$ cat src/rtl/keypad_pkg.sv
// Shared types and sizing helpers for the keypad scanner.
package keypad_pkg;

    typedef enum logic {
        ST_DRIVE  = 1'b0,
        ST_UPDATE = 1'b1
    } scan_state_e;

    // Never returns less than 1 so that single-value fields still get a bit.
    function automatic int code_width(input int n);
        return (n <= 2) ? 1 : $clog2(n);
    endfunction

endpackage

$ cat src/rtl/keypad_debounce.sv
// One key's debounce state: saturating disagreement counter and debounced bit.
module keypad_debounce
    import keypad_pkg::*;
#(
    parameter int DEBOUNCE_SCANS = 3
) (
    input  logic clk,
    input  logic rst,
    input  logic raw_i,
    input  logic update_i,
    input  logic flip_i,
    output logic stable_o,
    output logic pending_o
);

    localparam int CW = code_width(DEBOUNCE_SCANS + 1);

    logic [CW-1:0] cnt_q, cnt_d, cnt_inc;
    logic          stable_q, stable_d;

    // pending looks at the post-increment count so a key fires in the same
    // UPDATE cycle that its counter reaches the threshold.
    always_comb begin
        cnt_inc = '0;
        if (raw_i != stable_q) begin
            cnt_inc = (cnt_q == CW'(DEBOUNCE_SCANS)) ? cnt_q : cnt_q + 1'b1;
        end
        pending_o = (cnt_inc == CW'(DEBOUNCE_SCANS));
        cnt_d     = cnt_q;
        stable_d  = stable_q;
        if (update_i) begin
            if (flip_i) begin
                stable_d = ~stable_q;
                cnt_d    = '0;
            end else begin
                cnt_d = cnt_inc;
            end
        end
    end

    always_ff @(posedge clk) begin
        if (rst) begin
            cnt_q    <= '0;
            stable_q <= 1'b0;
        end else begin
            cnt_q    <= cnt_d;
            stable_q <= stable_d;
        end
    end

    assign stable_o = stable_q;

endmodule

$ cat src/rtl/keypad_scanner.sv
// Column-scanning keypad controller with per-key debounce and a valid/ready event port.
//   state     | meaning
//   ST_DRIVE  | one column driven low for COL_CYCLES, rows sampled at SETTLE_CYCLES
//   ST_UPDATE | single cycle: debounce counters advance, at most one event emitted
module keypad_scanner
    import keypad_pkg::*;
#(
    parameter int NUM_ROWS       = 4,
    parameter int NUM_COLS       = 4,
    parameter int COL_CYCLES     = 100000,
    parameter int SETTLE_CYCLES  = 8,
    parameter int DEBOUNCE_SCANS = 3,
    localparam int CODE_W        = code_width(NUM_ROWS * NUM_COLS)
) (
    input  logic              clk,
    input  logic              rst,
    input  logic [NUM_ROWS-1:0] row,
    output logic [NUM_COLS-1:0] col,
    output logic [CODE_W-1:0] key_code,
    output logic              key_release,
    output logic              key_valid,
    input  logic              key_ready,
    output logic              multi_key
);

    localparam int NK    = NUM_ROWS * NUM_COLS;
    localparam int CNT_W = code_width(COL_CYCLES);
    localparam int IDX_W = code_width(NUM_COLS);

    scan_state_e         state_q, state_d;
    logic [IDX_W-1:0]    col_idx_q, col_idx_d;
    logic [CNT_W-1:0]    cnt_q, cnt_d;
    logic [NK-1:0]       raw_q, raw_d;
    logic [NUM_COLS-1:0] col_q, col_d;
    logic                key_valid_q, key_valid_d;
    logic [CODE_W-1:0]   key_code_q, key_code_d;
    logic                key_release_q, key_release_d;
    logic                multi_q, multi_d;

    logic [NK-1:0]       stable, pending, flip_vec;
    logic                update, any_pending, emit;
    logic [CODE_W-1:0]   sel;

    assign update = (state_q == ST_UPDATE);

    // col is registered from the current scan position, so it trails cnt by
    // one cycle; this gives column 0 its full COL_CYCLES right after reset.
    always_ff @(posedge clk) begin
        if (rst) begin
            state_q       <= ST_DRIVE;
            col_idx_q     <= '0;
            cnt_q         <= '0;
            raw_q         <= '0;
            col_q         <= '1;
            key_valid_q   <= 1'b0;
            key_code_q    <= '0;
            key_release_q <= 1'b0;
            multi_q       <= 1'b0;
        end else begin
            state_q       <= state_d;
            col_idx_q     <= col_idx_d;
            cnt_q         <= cnt_d;
            raw_q         <= raw_d;
            col_q         <= col_d;
            key_valid_q   <= key_valid_d;
            key_code_q    <= key_code_d;
            key_release_q <= key_release_d;
            multi_q       <= multi_d;
        end
    end

    always_comb begin
        state_d   = state_q;
        col_idx_d = col_idx_q;
        cnt_d     = cnt_q;
        if (state_q == ST_DRIVE) begin
            if (cnt_q == CNT_W'(COL_CYCLES - 1)) begin
                cnt_d = '0;
                if (col_idx_q == IDX_W'(NUM_COLS - 1)) begin
                    state_d   = ST_UPDATE;
                    col_idx_d = '0;
                end else begin
                    col_idx_d = col_idx_q + 1'b1;
                end
            end else begin
                cnt_d = cnt_q + 1'b1;
            end
        end else begin
            state_d   = ST_DRIVE;
            col_idx_d = '0;
            cnt_d     = '0;
        end
    end

    always_comb begin
        raw_d = raw_q;
        if (state_q == ST_DRIVE && cnt_q == CNT_W'(SETTLE_CYCLES)) begin
            for (int r = 0; r < NUM_ROWS; r++) begin
                raw_d[r*NUM_COLS + int'(col_idx_q)] = ~row[r];
            end
        end
    end

    always_comb begin
        any_pending = 1'b0;
        sel         = '0;
        for (int i = NK - 1; i >= 0; i--) begin
            if (pending[i]) begin
                any_pending = 1'b1;
                sel         = CODE_W'(i);
            end
        end
        emit     = update && any_pending && (!key_valid_q || key_ready);
        flip_vec = '0;
        if (emit) flip_vec[sel] = 1'b1;

        col_d = '1;
        if (state_q == ST_DRIVE) col_d[col_idx_q] = 1'b0;

        key_valid_d   = key_valid_q;
        key_code_d    = key_code_q;
        key_release_d = key_release_q;
        if (emit) begin
            key_valid_d   = 1'b1;
            key_code_d    = sel;
            key_release_d = stable[sel];
        end else if (key_valid_q && key_ready) begin
            key_valid_d = 1'b0;
        end

        multi_d = multi_q;
        if (update) multi_d = |((stable ^ flip_vec) & ((stable ^ flip_vec) - 1'b1));
    end

    for (genvar k = 0; k < NK; k++) begin : g_key
        keypad_debounce #(.DEBOUNCE_SCANS(DEBOUNCE_SCANS)) u_deb (
            .clk      (clk),
            .rst      (rst),
            .raw_i    (raw_q[k]),
            .update_i (update),
            .flip_i   (flip_vec[k]),
            .stable_o (stable[k]),
            .pending_o(pending[k])
        );
    end

    assign col         = col_q;
    assign key_code    = key_code_q;
    assign key_release = key_release_q;
    assign key_valid   = key_valid_q;
    assign multi_key   = multi_q;

endmodule

$ cat config.mk
export PLATFORM = sky130hd
export DESIGN_NAME = keypad_scanner
export DESIGN_NICKNAME = d
export VERILOG_FILES = /design/src/rtl/keypad_pkg.sv /design/src/rtl/keypad_debounce.sv /design/src/rtl/keypad_scanner.sv
export SDC_FILE = /design/constraint.sdc
export NUM_CORES = 1
export LEC_CHECK = 0
export CORE_AREA = 5 5 115 117
export DETAILED_ROUTE_END_ITERATION = 6
export DIE_AREA = 0 0 120 122
export GPL_ROUTABILITY_DRIVEN = 0
export SLEW_MARGIN = 15
export SYNTH_ARGS = -nofsm -noshare
export SYNTH_HDL_FRONTEND = slang
export SYNTH_HIERARCHICAL = 1
export SYNTH_SLANG_ARGS = --single-unit
$ cat constraint.sdc
create_clock -name clk -period 7.3 [get_ports clk]
set_input_delay 1.095 -clock clk [delete_from_list [all_inputs] [get_ports clk]]
set_output_delay 1.095 -clock clk [all_outputs]
set_load 0.05 [all_outputs]
==> impl_metrics.ini, run 1 <==
[worst_hold_path]
whs_path_depth = 2
min_path_type = reg2reg

[die]
core_sq_um = 12300
start_util = 0.428
die_area_sq_um = 14600
num_rows = 41
die_w_microns = 120
io_pins = 18
die_y_microns = 122

[synth]
synth_area_sq_um = 5250
ys.flop_type = dfxtp_1
synth_seq_cells = 95
synth_top_area_cell = dfxtp_1
netlist_instances = 616
yosys-top-cells-area = dfxtp_1 (36%), xor2_1 (8.0%), nand2b_1 (6.7%)
yosysSeqAreaShare = 0.362
syn_nets = 629
ys_warn_count = 6
synth.top_cell.area_share = 0.362
syn_avg_cell_area_sq_um = 8.52
synthArstFlopShare = 0
synth_edf_count = 0
ys_types = 61

[power_and_ir_drop]
power_density_nw_per_um2 = 175
power.leakage_nw = 2.20
ir_worst_vdd_mv = 0.103
total_power_mw = 1.03

[timing]
timing.slew.headroom = 0.397
holdWs_ns = 0.461
setup_ws_ns = 3.51
skew_ns = 0.0113
finalMaxSlewViolations = 0
period_needed_ns = 3.79
timing.fmax_ghz = 0.264
final.setup.tns_ns = 0
hold_violations = 0
rsz0062_at_grt = false
worst_pin_slew_ns = 0.904
setup_viol = 0
post-route-period-util = 0.519

[global_routing]
grt.total_usage = 0.179
antenna_found_initial = 0
grt_max_degree = 88
grt_pass1_vias = 4130
gr-total-overflow = 0
grt_pass1_wl_microns = 20700

[worst_setup_path]
critPathMaxStageDelay_ns = 0.70
crit_arrival_ns = 4.03
rr_worst_depth = 11
end_kind = flop
critical_path.cell_chain = xor2_1, and2_2, or3_1, nand2b_1, o21ai_1, nand2_1, nor2_1, xor2_1, nor4_2, nor2_1, o31a_1
path_class = reg2reg
crit_fanout = 11
startpoint_type = flop
required_ns = 7.54
critPathSlowestCell = o21ai_1

[layout]
n_fill_cell = 1220
area_growth_pct = 11.9
final_util = 0.479
nets = 649
stdcell_area_sq_um = 5880
diodes = 0
layout_commonest_cell = dfxtp_1
drive_gt1_frac = 0.112
instances_no_fill = 791
final_cell_mix = dfxtp_1 (94), nor2_1 (85), nand2b_1 (56), nand2_1 (50), xor2_1 (48)

[drt]
vias = 4336
totalWireLength_microns = 12400
firstDrtPassIters = 5
drc = 0
drtIter0Drc = 278
ant_nets = 0
vias_per_cell = 5.48
routedWlPerCell_microns = 15.7

[placed_design]
dp.cells = 775
io_buffers = 17
dp_hpwl_microns = 8830
place_ws_ns = 3.28
placed_area_sq_um = 5570

[clock_tree]
cts.hold.buffers_added = 0
clock_latency_ns = 0.36
cts_buffer_depth = 2
clkSlewWorstSetupHoldPaths_ns = 0.07
cts.sinks = 95
htree_levels = 3
cts_setup_buffers = 0
cts_tree = built
root_buffer = clkbuf_16
ctsResizeCount = 0
cts_buffers = 9

[flow_run]
drv_cap = 0

[outcome]
status = finished clean
-- layout make-up --
class	count	area, sq um	share of cell area
clock inverter	6	76.3	0.0130
tap	150	188	0.0319
clock buffer	10	229	0.0390
multi-input combinational	495	3240	0.551
timing repair buffer	20	188	0.0319
sequential	95	1900	0.324
inverter	15	56.3	0.00958
-- cell families after synthesis --
kind of cell,Yosys count,share of synthesized area
xor gates and xnor gates,54,0.0901
muxes,26,0.0503
DFF,95,0.362
AOI/OAI and AO/OA,101,0.140
adders and majority gates,7,0.0162
and+or+nand+nor,307,0.320
buffers and inverters,26,0.0217
-- sequential cells by signal, summed over array words and instances (netlist names) --
| name | flops |
|---|---|
| g_key.u_deb/cnt_q | 32 |
| cnt_q | 17 |
| g_key.u_deb/stable_o | 16 |
| raw_q | 16 |
| col | 4 |
| key_code | 4 |
| col_idx_q | 2 |
| key_release | 1 |
| key_valid | 1 |
| multi_key | 1 |
| state_q | 1 |
-- power breakdown --
part / internal [mW] / switching [mW] / leakage [nW]
logic: 0.00606 / 0.0144 / 1.28
clock network: 0.272 / 0.214 / 0.150
registers: 0.520 / 0.00166 / 0.766
total: 0.797 / 0.230 / 2.20
-- layer usage --
metal,vias up,global-route usage,wire length (microns)
met5,-,0,0
met4,0,0.0773,252
met3,18,0.0330,380
met2,57,0.308,6260
met1,2060,0.218,5540
li1,2201,-,-
-- synthesized netlist by cell type, types with 2 or more instances --
library cell  number
o21ai_0           12
nor3_1            16
nor2_1            85
nand3b_1           4
nor3b_1            2
o211a_1            2
xor2_1            48
inv_1             15
o21ai_1            3
clkbuf_1           8
nand2b_1          56
buf_6              2
mux2i_1           23
nor4b_1            2
xnor2_1            6
or3_1              6
a211oi_1           2
a21oi_1           44
a41oi_1            2
nor4_2             2
and2_2            17
a211oi_2          16
nand3_2            3
or4_4              2
o31a_1             2
nor2b_1            3
nor4_1             8
nand4_1            8
or2_2              3
nand2_1           50
o311ai_1           2
a21o_1             2
nand3_1           13
mux2_2             3
dfxtp_1           95
and3_1             3
nand4b_1          17
ha_1               6
-- critical path, delay by kind of cell (launching register included) --
kind / cells / cell delay [ns]
flops: 1 / 0.51
simple gates: 7 / 1.84
compound gates: 2 / 0.99
xor+xnor: 2 / 0.32
-- path summary, 6_finish.rpt --
path                           startpoint          end  slack (ns)
setup / recovery  g_key[9].u_deb/stable_o    multi_key        3.51
hold / removal                key_code[3]  key_code[3]        0.46
setup reg to reg  g_key[9].u_deb/stable_o    multi_key        3.51
hold reg to reg               key_code[3]  key_code[3]        0.46
Power figures use the tool's default switching activity.
==> run 2, diff against run 1 <==
==> constraint.sdc (replaced) <==
create_clock -name clk -period 3.4 [get_ports clk]
set_input_delay 0.51 -clock clk [delete_from_list [all_inputs] [get_ports clk]]
set_output_delay 0.51 -clock clk [all_outputs]
set_load 0.05 [all_outputs]
==> run 2 against run 1 <==
Compared with the run above: hold slack improved by 0.0011 ns; first-iteration DRC count decreased by 7.2%; total power is 110% higher; setup slack lost 3.3 ns; critical path depth unchanged; global-route usage up 0.28 points; combinational power grew 110%; die area is the same; via count grew 2.4%; cell count up 3.5%; utilization up 2.3 points; register-to-register slack worse by 3.3 ns; critical path type unchanged.
==> impl_metrics.ini, run 2 (same netlist as run 1, synthesis figures left out) <==
[clock_tree]
clock_latency_ns = 0.35
cts_buffers = 9
clkSlewWorstSetupHoldPaths_ns = 0.07
root_buffer = clkbuf_16
cts_tree = built
cts.sinks = 95
cts_buffer_depth = 2
htree_levels = 3

[power_and_ir_drop]
power.internal_mw = 1.70
p_seq_frac = 0.519
combPwrFrac = 0.020
switching_power_mw = 0.463
ir_worst_vdd_mv = 0.252
power.leakage_nw = 2.33
total_power_mw = 2.16
power_density_nw_per_um2 = 350
switching_share = 0.215
clockPowerShare = 0.461

[timing]
finalMaxSlewViolations = 0
worst_pin_slew_ns = 0.864
setup_ws_ns = 0.180
timing.slew.headroom = 0.424
final.setup.tns_ns = 0
timing.fmax_ghz = 0.311
setup_viol = 0
period_needed_ns = 3.22
post-route-period-util = 0.947
hold_violations = 0
rsz0062_at_grt = false
skew_ns = 0.00851
holdWs_ns = 0.462

[worst_setup_path]
startpoint_type = flop
required_ns = 3.65
path_class = reg2reg
end_kind = flop
crit_arrival_ns = 3.47
crit_fanout = 5

[drt]
vias = 4442
firstDrtPassIters = 4
vias_per_cell = 5.42
ant_nets = 0
routedWlPerCell_microns = 15.5
totalWireLength_microns = 12700
drc = 0
drtIter0Drc = 258

[global_routing]
gr-total-overflow = 0
grt_max_degree = 74
antenna_found_initial = 0
grt_pass1_wl_microns = 21200
grt.total_usage = 0.181
grt_pass1_vias = 4300

[placed_design]
place_ws_ns = 0.0687
dp.cells = 801
io_buffers = 17
dp_hpwl_microns = 9210
placed_area_sq_um = 5770

[die]
num_rows = 41
die_area_sq_um = 14600
core_sq_um = 12300
die_w_microns = 120
io_pins = 18
start_util = 0.428
die_y_microns = 122

[layout]
largestRegisters = g_key.u_deb/cnt_q (32), cnt_q (17)
diodes = 0
stdcell_area_sq_um = 6160
layout_commonest_cell = dfxtp_1
drive_gt1_frac = 0.167
instances_no_fill = 819
n_fill_cell = 1130
final_util = 0.503
regMostFlops = g_key.u_deb/cnt_q
final_cell_mix = dfxtp_1 (91), nor2_1 (83), nand2b_1 (56), nand2_1 (50), xor2_1 (48)
nets = 678
largest_reg_flops = 32
area_growth_pct = 17.3

[worst_hold_path]
min_path_type = reg2reg

[flow_run]
drv_cap = 0

[outcome]
status = finished clean
run 2: changes by cell type in the layout (fill, tap and decap cells not counted), moves of 2 or more:
| cell | change |
|---|---|
| clkinvlp_4 | +3 |
| nor2_1 | -2 |
| nor2_2 | +2 |
| inv_6 | -2 |
| dfxtp_2 | +2 |
| buf_4 | +28 |
| dfxtp_1 | -3 |
run 2: critical path, stage by stage (launching register included):
cell,delay (ns)
dfxtp_1,0.36
xor2_1,0.20
and2_2,0.26
or3_1,0.38
or3_1,0.34
o211a_2,0.32
or4_4,0.52
nand3_2,0.12
a21oi_1,0.07
o32ai_1,0.21
o21ai_1,0.10
o31a_1,0.24
run 2: timing repair:
action                                  in CTS  in global routing
buffers inserted                             0                  3
hold buffers                                 0                  0
endpoints found under the setup margin       0                  1
resized for setup                            0                 16
hold endpoints to repair                     0                  0
run 2: final timing paths:
check | start | to | slack, ns | cells past startpoint
worst max-delay path | g_key[7].u_deb/stable_o | multi_key | 0.18 | 11
worst min-delay path | key_code[3] | key_code[3] | 0.46 | 2
worst max register to register | g_key[7].u_deb/stable_o | multi_key | 0.18 | 11
worst min register to register | key_code[3] | key_code[3] | 0.46 | 2
run 2: routing by layer:
metal | share of wire | global-route usage | vias up | wire length (microns)
li1 | - | - | 2254 | -
met3 | 0.045 | 0.0511 | 24 | 568
met5 | 0 | 0 | - | 0
met2 | 0.46 | 0.289 | 100 | 5900
met1 | 0.46 | 0.227 | 2064 | 5880
met4 | 0.029 | 0.0866 | 0 | 371
run 2: power by group through the flow:
| stage | clock network [mW] | registers (mW) | logic [mW] |
|---|---|---|---|
| after floorplan | 0 | 1.15 | 0.0177 |
| after global placement | 0 | 1.14 | 0.0441 |
| after detailed placement | 0 | 1.14 | 0.0440 |
| after CTS | 1.03 | 1.12 | 0.0441 |
| after global routing | 1.08 | 1.12 | 0.0487 |
| final | 0.996 | 1.12 | 0.0435 |
run 2: cell type report:
| type | count | area [sq um] | area share |
|---|---|---|---|
| multi-input cells | 495 | 3300 | 0.536 |
| flip-flops and latches | 95 | 1910 | 0.310 |
| repair buffers | 49 | 418 | 0.0678 |
| clock buffers | 10 | 229 | 0.0372 |
| well taps | 150 | 188 | 0.0305 |
| clock inverters | 5 | 61.3 | 0.00995 |
| inverters | 15 | 56.3 | 0.00914 |
==> run 3, diff against run 2 <==
--- a/config.mk
+++ b/config.mk
@@ -5,9 +5,9 @@
 export SDC_FILE = /design/constraint.sdc
 export NUM_CORES = 1
 export LEC_CHECK = 0
-export CORE_AREA = 5 5 115 117
+export CORE_AREA = 5 5 121 123
 export DETAILED_ROUTE_END_ITERATION = 6
-export DIE_AREA = 0 0 120 122
+export DIE_AREA = 0 0 126 128
 export GPL_ROUTABILITY_DRIVEN = 0
 export SLEW_MARGIN = 15
 export SYNTH_ARGS = -nofsm -noshare
==> run 3 against run 2 <==
Compared with the run above: non-clock buffer count grew 1; utilization shrank 4.4 points; critical path depth is the same; cell area grew 0.83%; clock skew grew 0.00068 ns; sequential share of layout area shrank 0.30 points; wire length grew 1.4%; setup slack lost 0.042 ns; clock-buffer cell count is the same; global-route usage shrank 1.9 points; via count grew 1.2%; largest power group unchanged.
==> impl_metrics.ini, run 3 (same netlist as run 1, synthesis figures left out) <==
[worst_setup_path]
crit-reg2reg-capture = multi_key
critPathMaxStageDelay_ns = 0.53
path_class = reg2reg
cp_top_family = simple AND/OR/NAND/NOR gates
critPathSlowestCell = or4_4
crit_fanout = 5
required_ns = 3.64
rr_worst_depth = 11
critical_path_buf_inv_count = 0
r2r-start = g_key[7].u_deb/stable_o
cpMostUsedCell = or3_1
regToRegSetupSlack_ns = 0.14
end_kind = flop
startpoint_type = flop
crit_arrival_ns = 3.50
startpoint = g_key[7].u_deb/stable_o
critical_path.cell_chain = xor2_1, and2_2, or3_1, or3_1, o211a_2, or4_4, nand3_2, a21oi_1, o32ai_1, o21ai_1, o31a_1

[clock_tree]
clkSlewWorstSetupHoldPaths_ns = 0.07
root_buffer = clkbuf_16
cts_tree = built
clock_latency_ns = 0.36
cts_buffers = 9
cts.sinks = 95
cts_buffer_depth = 2
htree_levels = 3

[drt]
vias_per_cell = 5.28
ant_nets = 0
vias = 4496
drtIter0Drc = 271
drc = 0
routedWlPerCell_microns = 15.2
totalWireLength_microns = 12900
firstDrtPassIters = 5

[timing]
post-route-period-util = 0.959
finalMaxSlewViolations = 0
period_needed_ns = 3.26
timing.slew.headroom = 0.417
setup_viol = 0
rsz0062_at_grt = false
hold_violations = 0
worst_pin_slew_ns = 0.875
timing.fmax_ghz = 0.307
final.setup.tns_ns = 0
skew_ns = 0.00920

[worst_hold_path]
whs_path_depth = 2
hold_end = key_code[3]
min_from = key_code[3]
min_path_type = reg2reg

[power_and_ir_drop]
total_power_mw = 2.20
power.leakage_nw = 2.35
power_density_nw_per_um2 = 354
ir_worst_vdd_mv = 0.203

[die]
core_sq_um = 13600
die_w_microns = 126
die_area_sq_um = 16100
num_rows = 43
die_y_microns = 128
start_util = 0.387
io_pins = 18

[layout]
largestRegisters = g_key.u_deb/cnt_q (32), cnt_q (17)
regMostFlops = g_key.u_deb/cnt_q
area_growth_pct = 18.3
largest_reg_flops = 32
nets = 679
layout_commonest_cell = dfxtp_1
stdcell_area_sq_um = 6210
final_cell_mix = dfxtp_1 (93), nor2_1 (85), nand2b_1 (56), nand2_1 (50), xor2_1 (48)
drive_gt1_frac = 0.167
final_util = 0.458
diodes = 0

[flow_run]
drv_cap = 0

[global_routing]
grt_pass1_wl_microns = 21100
grt_max_degree = 74
grt_pass1_vias = 4347
antenna_found_initial = 0
grt.total_usage = 0.162
gr-total-overflow = 0

[placed_design]
placed_area_sq_um = 5800
io_buffers = 17
dp_hpwl_microns = 9390

[outcome]
status = finished clean
-- run 3: worst max-delay path by stage --
stage,to,slack [ns],cells after the start
after floorplan,multi_key,0.27,12
after detailed placement,multi_key,0.09,10
final,multi_key,0.14,11
after global placement,multi_key,0.17,11
after global routing,multi_key,0.0004,11
after CTS,multi_key,0.07,10
-- run 3: tightest hold or removal path, stage by stage (launching register included) --
cell and delay [ns]:
dfxtp_1 0.31, inv_1 0.05, a211oi_1 0.05
-- run 3: final cells by class --
| type | instances | area [sq um] |
|---|---|---|
| Tap cell | 180 | 225 |
| Multi-Input combinational cell | 495 | 3310 |
| Fill cell | 1345 | 7350 |
| Clock buffer | 10 | 229 |
| Inverter | 15 | 56.3 |
| Timing Repair Buffer | 50 | 413 |
| Clock inverter | 6 | 75.1 |
| Sequential cell | 95 | 1910 |
-- run 3: report_power, final --
part,internal [mW],leakage [nW],switching [mW]
clock,0.582,0.146,0.455
sequential,1.12,0.767,0.00375
combinational,0.0129,1.44,0.0315
total,1.71,2.35,0.490
-- run 3: through the flow --
step | setup WS, ns | hold WS (ns) | std cells
2_1_floorplan | 0.274 | 0.441 | 616
3_3_place_gp | 0.170 | 0.450 | 830
3_5_place_dp | 0.0925 | 0.453 | 830
4_1_cts | 0.0709 | 0.463 | 846
5_1_grt | 0.000449 | 0.492 | 851
6_report | 0.138 | 0.458 | 851
-- run 3: what timing repair did --
item | CTS | global route
gates resized for setup | 0 | 13
hold buffers | 0 | 0
endpoints found under the setup margin | 0 | 1
buffers inserted | 0 | 5
-- run 3: layer usage --
layer | share of wire | wire [microns] | track usage | vias to the layer above
li1 | - | - | - | 2268
met1 | 0.46 | 5890 | 0.199 | 2121
met2 | 0.49 | 6270 | 0.275 | 80
met3 | 0.029 | 377 | 0.0325 | 27
met4 | 0.028 | 359 | 0.0719 | 0
met5 | 0 | 0 | 0 | -
